## config.mk

```make
export PLATFORM = sky130hd
export DESIGN_NAME = fifo_wr_scheduler
export DESIGN_NICKNAME = d
export VERILOG_FILES = /design/src/rtl/fifo_wr_scheduler.sv
export SDC_FILE = /design/constraint.sdc
export NUM_CORES = 1
export LEC_CHECK = 0
export ABC_CLOCK_PERIOD_IN_PS = 3900
export CORE_MARGIN = 2
export CORE_UTILIZATION = 45
export CTS_BUF_LIST = sky130_fd_sc_hd__clkbuf_4 sky130_fd_sc_hd__clkbuf_8
export CTS_CLUSTER_SIZE = 16
export DETAILED_ROUTE_END_ITERATION = 7
export DONT_BUFFER_PORTS = 1
export PLACE_DENSITY_LB_ADDON = 0.1
export SETUP_SLACK_MARGIN = 0.2
export SYNTH_ARGS = -nofsm -noshare
export SYNTH_HDL_FRONTEND = slang
export SYNTH_SLANG_ARGS = --single-unit
export TNS_END_PERCENT = 50
```

## constraint.sdc

```tcl
create_clock -name wclk -period 3.9 [get_ports wclk]
set_input_delay 0 -clock wclk [delete_from_list [all_inputs] [get_ports wclk]]
set_output_delay 0 -clock wclk [all_outputs]
set_load 0.03 [all_outputs]
```

## src/rtl/fifo_wr_scheduler.sv

```systemverilog
// fifo_wr_scheduler
// Write-side scheduler for the TX FIFO memory. Two requesters share the
// single FIFO write port: the ALU (2*DATA_WIDTH result, written as two bytes,
// LSB first) and the register file (one DATA_WIDTH byte). Arbitration is
// round-robin. The block never strobes winc while wfull is high.
//
// Handshake: a requester raises *_valid with stable data and holds both until
// it sees *_ack. The ack is a one-cycle pulse, asserted only in IDLE in the
// cycle the source is granted; the payload is captured on that clock edge.
//
// Ports:
//   wclk, wrst_n        write-domain clock, asynchronous active-low reset
//   alu_valid/alu_data  ALU request and 2*DATA_WIDTH payload
//   alu_ack             one-cycle accept pulse to the ALU
//   rf_valid/rf_data    RF request and DATA_WIDTH payload
//   rf_ack              one-cycle accept pulse to the RF
//   wfull               FIFO full flag (already in the write domain)
//   winc, wdata         FIFO write strobe and write data
//   busy                high while a transaction is being written
//   dbg_state           current FSM state (0=IDLE, 1=WR_LO, 2=WR_HI)
module fifo_wr_scheduler #(
    parameter int DATA_WIDTH = 8
) (
    input  logic                    wclk,
    input  logic                    wrst_n,
    input  logic                    alu_valid,
    input  logic [2*DATA_WIDTH-1:0] alu_data,
    output logic                    alu_ack,
    input  logic                    rf_valid,
    input  logic [DATA_WIDTH-1:0]   rf_data,
    output logic                    rf_ack,
    input  logic                    wfull,
    output logic                    winc,
    output logic [DATA_WIDTH-1:0]   wdata,
    output logic                    busy,
    output logic [1:0]              dbg_state
);

    typedef enum logic [1:0] {
        IDLE  = 2'd0,
        WR_LO = 2'd1,
        WR_HI = 2'd2
    } state_t;

    state_t                  state_q, state_d;
    logic [2*DATA_WIDTH-1:0] hold_q, hold_d;
    logic                    src_alu_q, src_alu_d;   // 1: current payload is from the ALU
    logic                    last_alu_q, last_alu_d; // 1: ALU had the most recent grant
    logic                    grant_alu, grant_rf;

    // Round-robin: on a tie, the source that did not win last time goes.
    // last_alu resets to 0 (RF), so the ALU wins the first tie.
    assign grant_alu = alu_valid & (~rf_valid | ~last_alu_q);
    assign grant_rf  = rf_valid & ~grant_alu;

    always_ff @(posedge wclk or negedge wrst_n) begin
        if (!wrst_n) begin
            state_q    <= IDLE;
            hold_q     <= '0;
            src_alu_q  <= 1'b0;
            last_alu_q <= 1'b0;
        end else begin
            state_q    <= state_d;
            hold_q     <= hold_d;
            src_alu_q  <= src_alu_d;
            last_alu_q <= last_alu_d;
        end
    end

    always_comb begin
        state_d    = state_q;
        hold_d     = hold_q;
        src_alu_d  = src_alu_q;
        last_alu_d = last_alu_q;
        alu_ack    = 1'b0;
        rf_ack     = 1'b0;
        winc       = 1'b0;
        wdata      = '0;
        case (state_q)
            IDLE: begin
                // Acks are gated by reset so nothing is accepted while the
                // block is held in reset.
                if (grant_alu) begin
                    alu_ack    = wrst_n;
                    hold_d     = alu_data;
                    src_alu_d  = 1'b1;
                    last_alu_d = 1'b1;
                    state_d    = WR_LO;
                end else if (grant_rf) begin
                    rf_ack     = wrst_n;
                    hold_d     = {{DATA_WIDTH{1'b0}}, rf_data};
                    src_alu_d  = 1'b0;
                    last_alu_d = 1'b0;
                    state_d    = WR_LO;
                end
            end
            WR_LO: begin
                wdata = hold_q[DATA_WIDTH-1:0];
                winc  = ~wfull;
                if (!wfull) begin
                    state_d = src_alu_q ? WR_HI : IDLE;
                end
            end
            WR_HI: begin
                wdata = hold_q[2*DATA_WIDTH-1:DATA_WIDTH];
                winc  = ~wfull;
                if (!wfull) begin
                    state_d = IDLE;
                end
            end
            default: begin
                state_d = IDLE;
            end
        endcase
    end

    assign busy      = (state_q != IDLE);
    assign dbg_state = state_q;

endmodule

```

==> results_dict.tcl, run 1 <==
set metrics [dict create \
    status "completed" \
    p_sw_w 0.000489 \
    insertion_delay_ns 0.30 \
    fmax_mhz 451 \
    ys.flop_type "dfrtp_1" \
    worst_pin_slew_ns 0.915 \
    grt_pass1_wl_um 4070 \
    grtUsageTotal_pct 21.2 \
    initial_core_util_pct 47.1 \
    grt_max_degree 20 \
    cp.arrival_ns 2.46 \
    synthTopCellsByCount "dfrtp_1 (19), a21oi_1 (17), nor2_1 (10), nand2_1 (9), nor2b_1 (9)" \
    ant_nets 0 \
    seq_area_frac_synth_pct 46.5 \
    maxSlewViolCount 0 \
    worst_slack_ns 1.68 \
    drive_gt1_share_pct 6.25 \
    slew_headroom_pct 38.8 \
    antenna_found_initial 0 \
    cts_tree "yes" \
    fin_hold_ws_ns 0.0173 \
    die_area_sq_mm 0.00267 \
    min_path_type "in2reg" \
    chipWidth_um 51.7 \
    synth_edf_count 0 \
    rows 17 \
    gp_congestion 0.787 \
    async_flop_share_pct 100 \
    worstPathCellList "inv_1 > ha_1 > o21a_1 > nor2_1 > a21oi_1 > dlygate4sd3_1" \
    synth_most_common_cell "dfrtp_1" \
    seq_power_share_pct 35.3 \
    grt_overflow_total 0 \
    cp-start-kind "register" \
    netlist_top_cells_area "dfrtp_1 (47%), a21oi_1 (8.3%), a22o_1 (6.9%)" \
    tns_ns 0 \
    vias 854 \
    syn_inst 103 \
    core_area_sq_mm 0.00217 \
    internal_power_w 0.000576 \
    diodes 0 \
    htree_num_levels 1 \
    place_ws_ns 2.13 \
    r2r_end "hold_q[3]$_DFFE_PN0P_" \
    drv_cap 0 \
    regToRegSetupSlack_ns 1.68 \
    setup_viol 0 \
    finalCritPeriodShare_pct 56.9 \
    wl_per_cell_um 16.6 \
    via_per_inst 5.47 \
    ys_ff_latch 19 \
    netSwitchingFraction_pct 45.9 \
    synth_area_leader_cell "dfrtp_1" \
    syn_nets 135 \
    critPathMaxFanout 8 \
    period_minus_slack_ns 2.22 \
    die_y_um 51.7 \
    yosysUniqueCellTypes 22 \
    drc 0 \
    yosys.area.top_type_share_pct 46.5 \
    hold_start "alu_valid" \
    fin_nets 161 \
    end_kind "register" \
    clock_path_buffers 2 \
    crit_type "reg2reg" \
    slowest_delay_ns 0.57 \
    drt_iter0_markers 23 \
    min_to "dbg_state[1]$_DFFE_PN0P_" \
    hold_path_depth 3 \
    power.share.clock_pct 9.6 \
    finish.utilization_pct 60.1 \
    place_hpwl_um 1650 \
    first_global_vias 840 \
    wl_um 2590 \
    p_comb_share_pct 55.1 \
    ys_warn_count 0 \
    rsz0062_at_grt "no" \
    netlist_area_sq_mm 0.00102 \
    clock_skew_ns 0.00583 \
    drtPass1Iterations 4 \
    cts_buffers 3 \
    num_io_pins 43 \
    io_buffers 0 \
    crit_slowest_cell "dlygate4sd3_1" \
    required_ns 4.14 \
    p_leak_nw 0.574 \
    ir_worst_vdd_mv 0.516 \
    clk_pin_slew_ns 0.12 \
    avgSynthCellArea_sq_um 9.92 \
    reg2reg_depth 6 \
    r2r-start "dbg_state[1]$_DFFE_PN0P_" \
    area_delta_synth_final_pct 27.7 \
    finalHoldViolations 0 \
    powerDensity_mw_per_mm2 817 \
    cts_sinks 19 \
    root_buffer "clkbuf_4" \
]
==> power by group through the flow <==
stage	clock network [W]	logic, W	registers [W]
floorplan	0	0.000433	0.000356
global placement	0	0.000477	0.000378
detailed placement	0	0.000487	0.000379
CTS	0.000105	0.000582	0.000373
global route	0.000109	0.000639	0.000386
finish	0.000102	0.000587	0.000376
==> registers in the layout, summed over array words and instances (netlist names) <==
| register | cells |
|---|---|
| hold_q | 16 |
| dbg_state | 2 |
| last_alu_q | 1 |
==> metal layers <==
layer	up-vias	GRT usage (%)	routed length (um)
met4	0	7.89	22
met2	23	32.3	1140
met1	409	30.1	1300
met5	-	0	0
li1	420	-	-
met3	2	3.74	126
==> final cells by class <==
class | instances | area, sq um
flip-flops and latches | 19 | 475
fillers | 201 | 865
inverters | 3 | 11.3
multi-input cells | 76 | 495
repair buffers | 26 | 260
clock buffers | 3 | 22.5
well taps | 28 | 35.0
clock inverters | 1 | 5.00
==> cell families after synthesis <==
logic type,count (synthesis),share of synthesized area [%]
adders and majority gates,3,3.67
DFF,19,46.5
buffers and inverters,8,5.02
AOI/OAI and AO/OA,41,28.2
muxes,1,0.979
and+or+nand+nor,31,15.7
==> what timing repair did <==
| action | CTS | global route |
|---|---|---|
| hold buffers | 26 | 0 |
| setup buffers | 0 | 0 |
| resized for setup | 0 | 0 |
| hold endpoints to repair | 36 | 0 |
==> critical path, delay by kind of cell, from the launching register on <==
kind | cells | cell delay [ns]
AOI/OAI and AO/OA | 2 | 0.49
adders and majority gates | 1 | 0.33
buffers and inverters | 2 | 0.72
DFF | 1 | 0.52
and+or+nand+nor | 1 | 0.09
==> metrics by stage <==
| stage | power (W) | instance area (sq um) | std cells |
|---|---|---|---|
| after floorplan | 0.000789 | 1020 | 103 |
| after global placement | 0.000855 | 1020 | 126 |
| final | 0.00107 | 1310 | 156 |
| after CTS | 0.00106 | 1310 | 156 |
| after global routing | 0.00113 | 1310 | 156 |
| after detailed placement | 0.000866 | 1020 | 126 |
==> worst max-delay path by stage <==
stage                              to  slack, ns                startpoint  cells after the start
6_report        hold_q[3]$_DFFE_PN0P_       1.68  dbg_state[1]$_DFFE_PN0P_                      6
5_1_grt         hold_q[1]$_DFFE_PN0P_       1.57  dbg_state[1]$_DFFE_PN0P_                      6
4_1_cts         hold_q[1]$_DFFE_PN0P_       1.74  dbg_state[1]$_DFFE_PN0P_                      6
3_5_place_dp   hold_q[13]$_DFFE_PN0P_       2.13  dbg_state[0]$_DFFE_PN0P_                      5
3_3_place_gp   hold_q[13]$_DFFE_PN0P_       2.16  dbg_state[1]$_DFFE_PN0P_                      5
2_1_floorplan  hold_q[10]$_DFFE_PN0P_       2.27  dbg_state[0]$_DFFE_PN0P_                      5
==> layout by cell type (no fill, tap or decap), drive strengths merged, types with 2 or more instances in the layout <==
master       count
a21oi           17
a22o             8
a22oi            8
clkbuf           3
dfrtp           19
dlygate4sd3     26
ha               3
inv              3
nand2            9
nor2            11
nor2b            9
o21a             3
o21ai            2
(Power assumes the default switching activity.)
==> inputs of run 2 (changes only) <==
--- a/config.mk
+++ b/config.mk
@@ -5,7 +5,8 @@
 export SDC_FILE = /design/constraint.sdc
 export NUM_CORES = 1
 export LEC_CHECK = 0
-export ABC_CLOCK_PERIOD_IN_PS = 3900
+export ABC_AREA = 1
+export ABC_CLOCK_PERIOD_IN_PS = 2100
 export CORE_MARGIN = 2
 export CORE_UTILIZATION = 45
 export CTS_BUF_LIST = sky130_fd_sc_hd__clkbuf_4 sky130_fd_sc_hd__clkbuf_8
==> constraint.sdc (replaced) <==
create_clock -name wclk -period 2.1 [get_ports wclk]
set_input_delay 0 -clock wclk [delete_from_list [all_inputs] [get_ports wclk]]
set_output_delay 0 -clock wclk [all_outputs]
set_load 0.03 [all_outputs]
==> run 2 against run 1 <==
Effect of this change: register-to-register slack got worse by 1.2 ns; largest power group unchanged; sequential share of layout area down 4.8 points; critical path type is now reg2out; synthesized area grew 9.2%.
==> results_dict.tcl, run 2 <==
set metrics [dict create \
    drv_cap 0 \
    initial_core_util_pct 46.3 \
    place_ws_ns 0.443 \
    seqCellArea_sq_um 478 \
    synth_area_leader_cell "dfrtp_1" \
    chipWidth_um 53.8 \
    grtUsageMet2_pct 40.2 \
    power.share.clock_pct 9.7 \
    io_buffers 0 \
    cp.arrival_ns 1.78 \
    worst_pin_slew_ns 0.852 \
    tns_ns 0 \
    min_path_type "in2reg" \
    netSwitchingFraction_pct 49.3 \
    drive_gt1_share_pct 14.7 \
    grtUsageTotal_pct 22.1 \
    setup_viol 0 \
    netlist_top_cells_area "dfrtp_1 (43%), nand2_1 (27%), nand3_1 (8.1%)" \
    via_per_inst 4.91 \
    drtPass1Iterations 4 \
    yosysUniqueCellTypes 18 \
    gp_congestion 0.680 \
    first_global_vias 1102 \
    drc 0 \
    slew_headroom_pct 43.0 \
    top_usage_layer "met2" \
    area_delta_synth_final_pct 35.5 \
    p_leak_nw 0.785 \
    fin_hold_ws_ns 0.0420 \
    die_y_um 53.8 \
    die_area_sq_mm 0.00289 \
    fmax_mhz 563 \
    final_common_cell "nand2_1" \
    finalCritPeriodShare_pct 84.6 \
    finalHoldViolations 0 \
    use_met3_pct 6.11 \
    ys_warn_count 0 \
    hold_start "rf_valid" \
    r2r-start "last_alu_q$_DFFE_PN0P_" \
    regToRegSetupSlack_ns 0.48 \
    vias 1080 \
    netlist_area_sq_mm 0.00112 \
    place_hpwl_um 1810 \
    antenna_found_initial 0 \
    diodes 0 \
    largest_register "hold_q" \
    reg2reg_depth 7 \
    cts_buffers 3 \
    ys.flop_type "dfrtp_1" \
    required_ns 2.10 \
    powerDensity_mw_per_mm2 1350 \
    internal_power_w 0.00103 \
    rsz0062_at_grt "no" \
    seq_power_share_pct 33.5 \
    maxSlewViolCount 0 \
    synth_edf_count 0 \
    seq_area_frac_synth_pct 42.6 \
    critPathMaxFanout 9 \
    clk_pin_slew_ns 0.11 \
    multi_input_area_sq_um 569 \
    ant_nets 0 \
    layout_common_cells "nand2_1 (79), dlygate4sd3_1 (27), nand3_1 (18)" \
    hold_path_depth 3 \
    grt_max_degree 20 \
    period_minus_slack_ns 1.78 \
    use_met1_pct 25.9 \
    syn_nets 184 \
    synth_most_common_cell "nand2_1" \
    largest_reg_flops 16 \
    root_buffer "clkbuf_4" \
    insertion_delay_ns 0.30 \
    status "completed" \
    ys_ff_latch 19 \
    cts_tree "yes" \
    worst_slack_ns 0.323 \
    core_area_sq_mm 0.00241 \
    r2r_end "hold_q[2]$_DFFE_PN0P_" \
    wl_um 2690 \
    syn_inst 152 \
    avgSynthCellArea_sq_um 7.34 \
    fin_nets 223 \
    grt_pass1_wl_um 4530 \
    num_io_pins 43 \
    htree_num_levels 1 \
    cp-start-kind "register" \
    cts_sinks 19 \
    p_sw_w 0.00101 \
    end_kind "output pin" \
    synthTopCellsByCount "nand2_1 (79), dfrtp_1 (19), nand3_1 (18), a21oi_1 (8), inv_1 (5)" \
    yosys.area.top_type_share_pct 42.6 \
    min_to "last_alu_q$_DFFE_PN0P_" \
    wl_per_cell_um 12.2 \
    drt_iter0_markers 25 \
    p_comb_share_pct 56.8 \
    n_fill_cell 233 \
    crit_type "reg2out" \
    async_flop_share_pct 100 \
    grt_overflow_total 0 \
    rows 18 \
    clock_path_buffers 2 \
    ir_worst_vdd_mv 0.993 \
    clock_skew_ns 0.00518 \
]
run 2: through the flow:
stage               instances  utilization [%]  cell area (sq um)  power (W)
floorplan                 152                -               1120    0.00149
global placement          189             50.1               1210    0.00172
detailed placement        189             50.1               1210    0.00175
CTS                       220             62.6               1510    0.00203
global route              220             62.8               1510    0.00222
finish                    220             62.8               1510    0.00204
run 2: critical path, stage by stage, from the launching register on:
cell        delay, ns
dfrtp_2          0.49
inv_1            0.09
ha_1             0.33
clkinvlp_4       0.17
a21oi_1          0.20
buf_4            0.19
run 2: worst max path at each step:
| stage | from | end | slack [ns] | depth (start not counted) |
|---|---|---|---|---|
| floorplan | dbg_state[0]$_DFFE_PN0P_ | rf_ack | 0.29 | 5 |
| global placement | dbg_state[0]$_DFFE_PN0P_ | dbg_state[0]$_DFFE_PN0P_ | 0.52 | 6 |
| detailed placement | dbg_state[0]$_DFFE_PN0P_ | dbg_state[0]$_DFFE_PN0P_ | 0.44 | 6 |
| CTS | dbg_state[0]$_DFFE_PN0P_ | wdata[7] | 0.30 | 5 |
| global route | dbg_state[0]$_DFFE_PN0P_ | wdata[3] | 0.21 | 5 |
| finish | dbg_state[1]$_DFFE_PN0P_ | wdata[7] | 0.32 | 5 |
run 2: repair_timing:
| action | CTS | global route |
|---|---|---|
| resized for setup | 2 | 1 |
| buffers inserted | 0 | 0 |
| hold buffers | 27 | 0 |
| gates cloned | 0 | 0 |
| hold endpoints to repair | 38 | 0 |
| endpoints found under the setup margin | 1 | 4 |
run 2: layout make-up:
cell class                 instances  share of cell area [%]
timing repair buffer              40                    24.3
tap                               30                    2.48
clock buffer                       4                    1.99
inverter                           7                    1.99
multi-input combinational        120                    37.6
sequential                        19                    31.6
run 2: cells by family (layout without fill, tap and decap cells):
kind of cell	count (synthesis)	after routing	share of synthesized area [%]
buf+inv	13	51	6.39
fa+ha+maj	3	3	3.36
compound gates	11	11	5.94
flops	19	19	42.6
simple gates	106	106	41.7
run 2: layer usage:
metal,vias to the layer above,wire [um]
met5,-,0
met3,2,112
met2,18,1430
met4,0,12
li1,553,-
met1,507,1130
run 2: power groups by stage:
stage	registers [W]	logic, W	clock network [W]
6_report	0.000683	0.00116	0.000198
2_1_floorplan	0.000657	0.000831	0
3_5_place_dp	0.000687	0.00106	0
3_3_place_gp	0.000687	0.00104	0
5_1_grt	0.000703	0.00130	0.000217
4_1_cts	0.000684	0.00114	0.000206
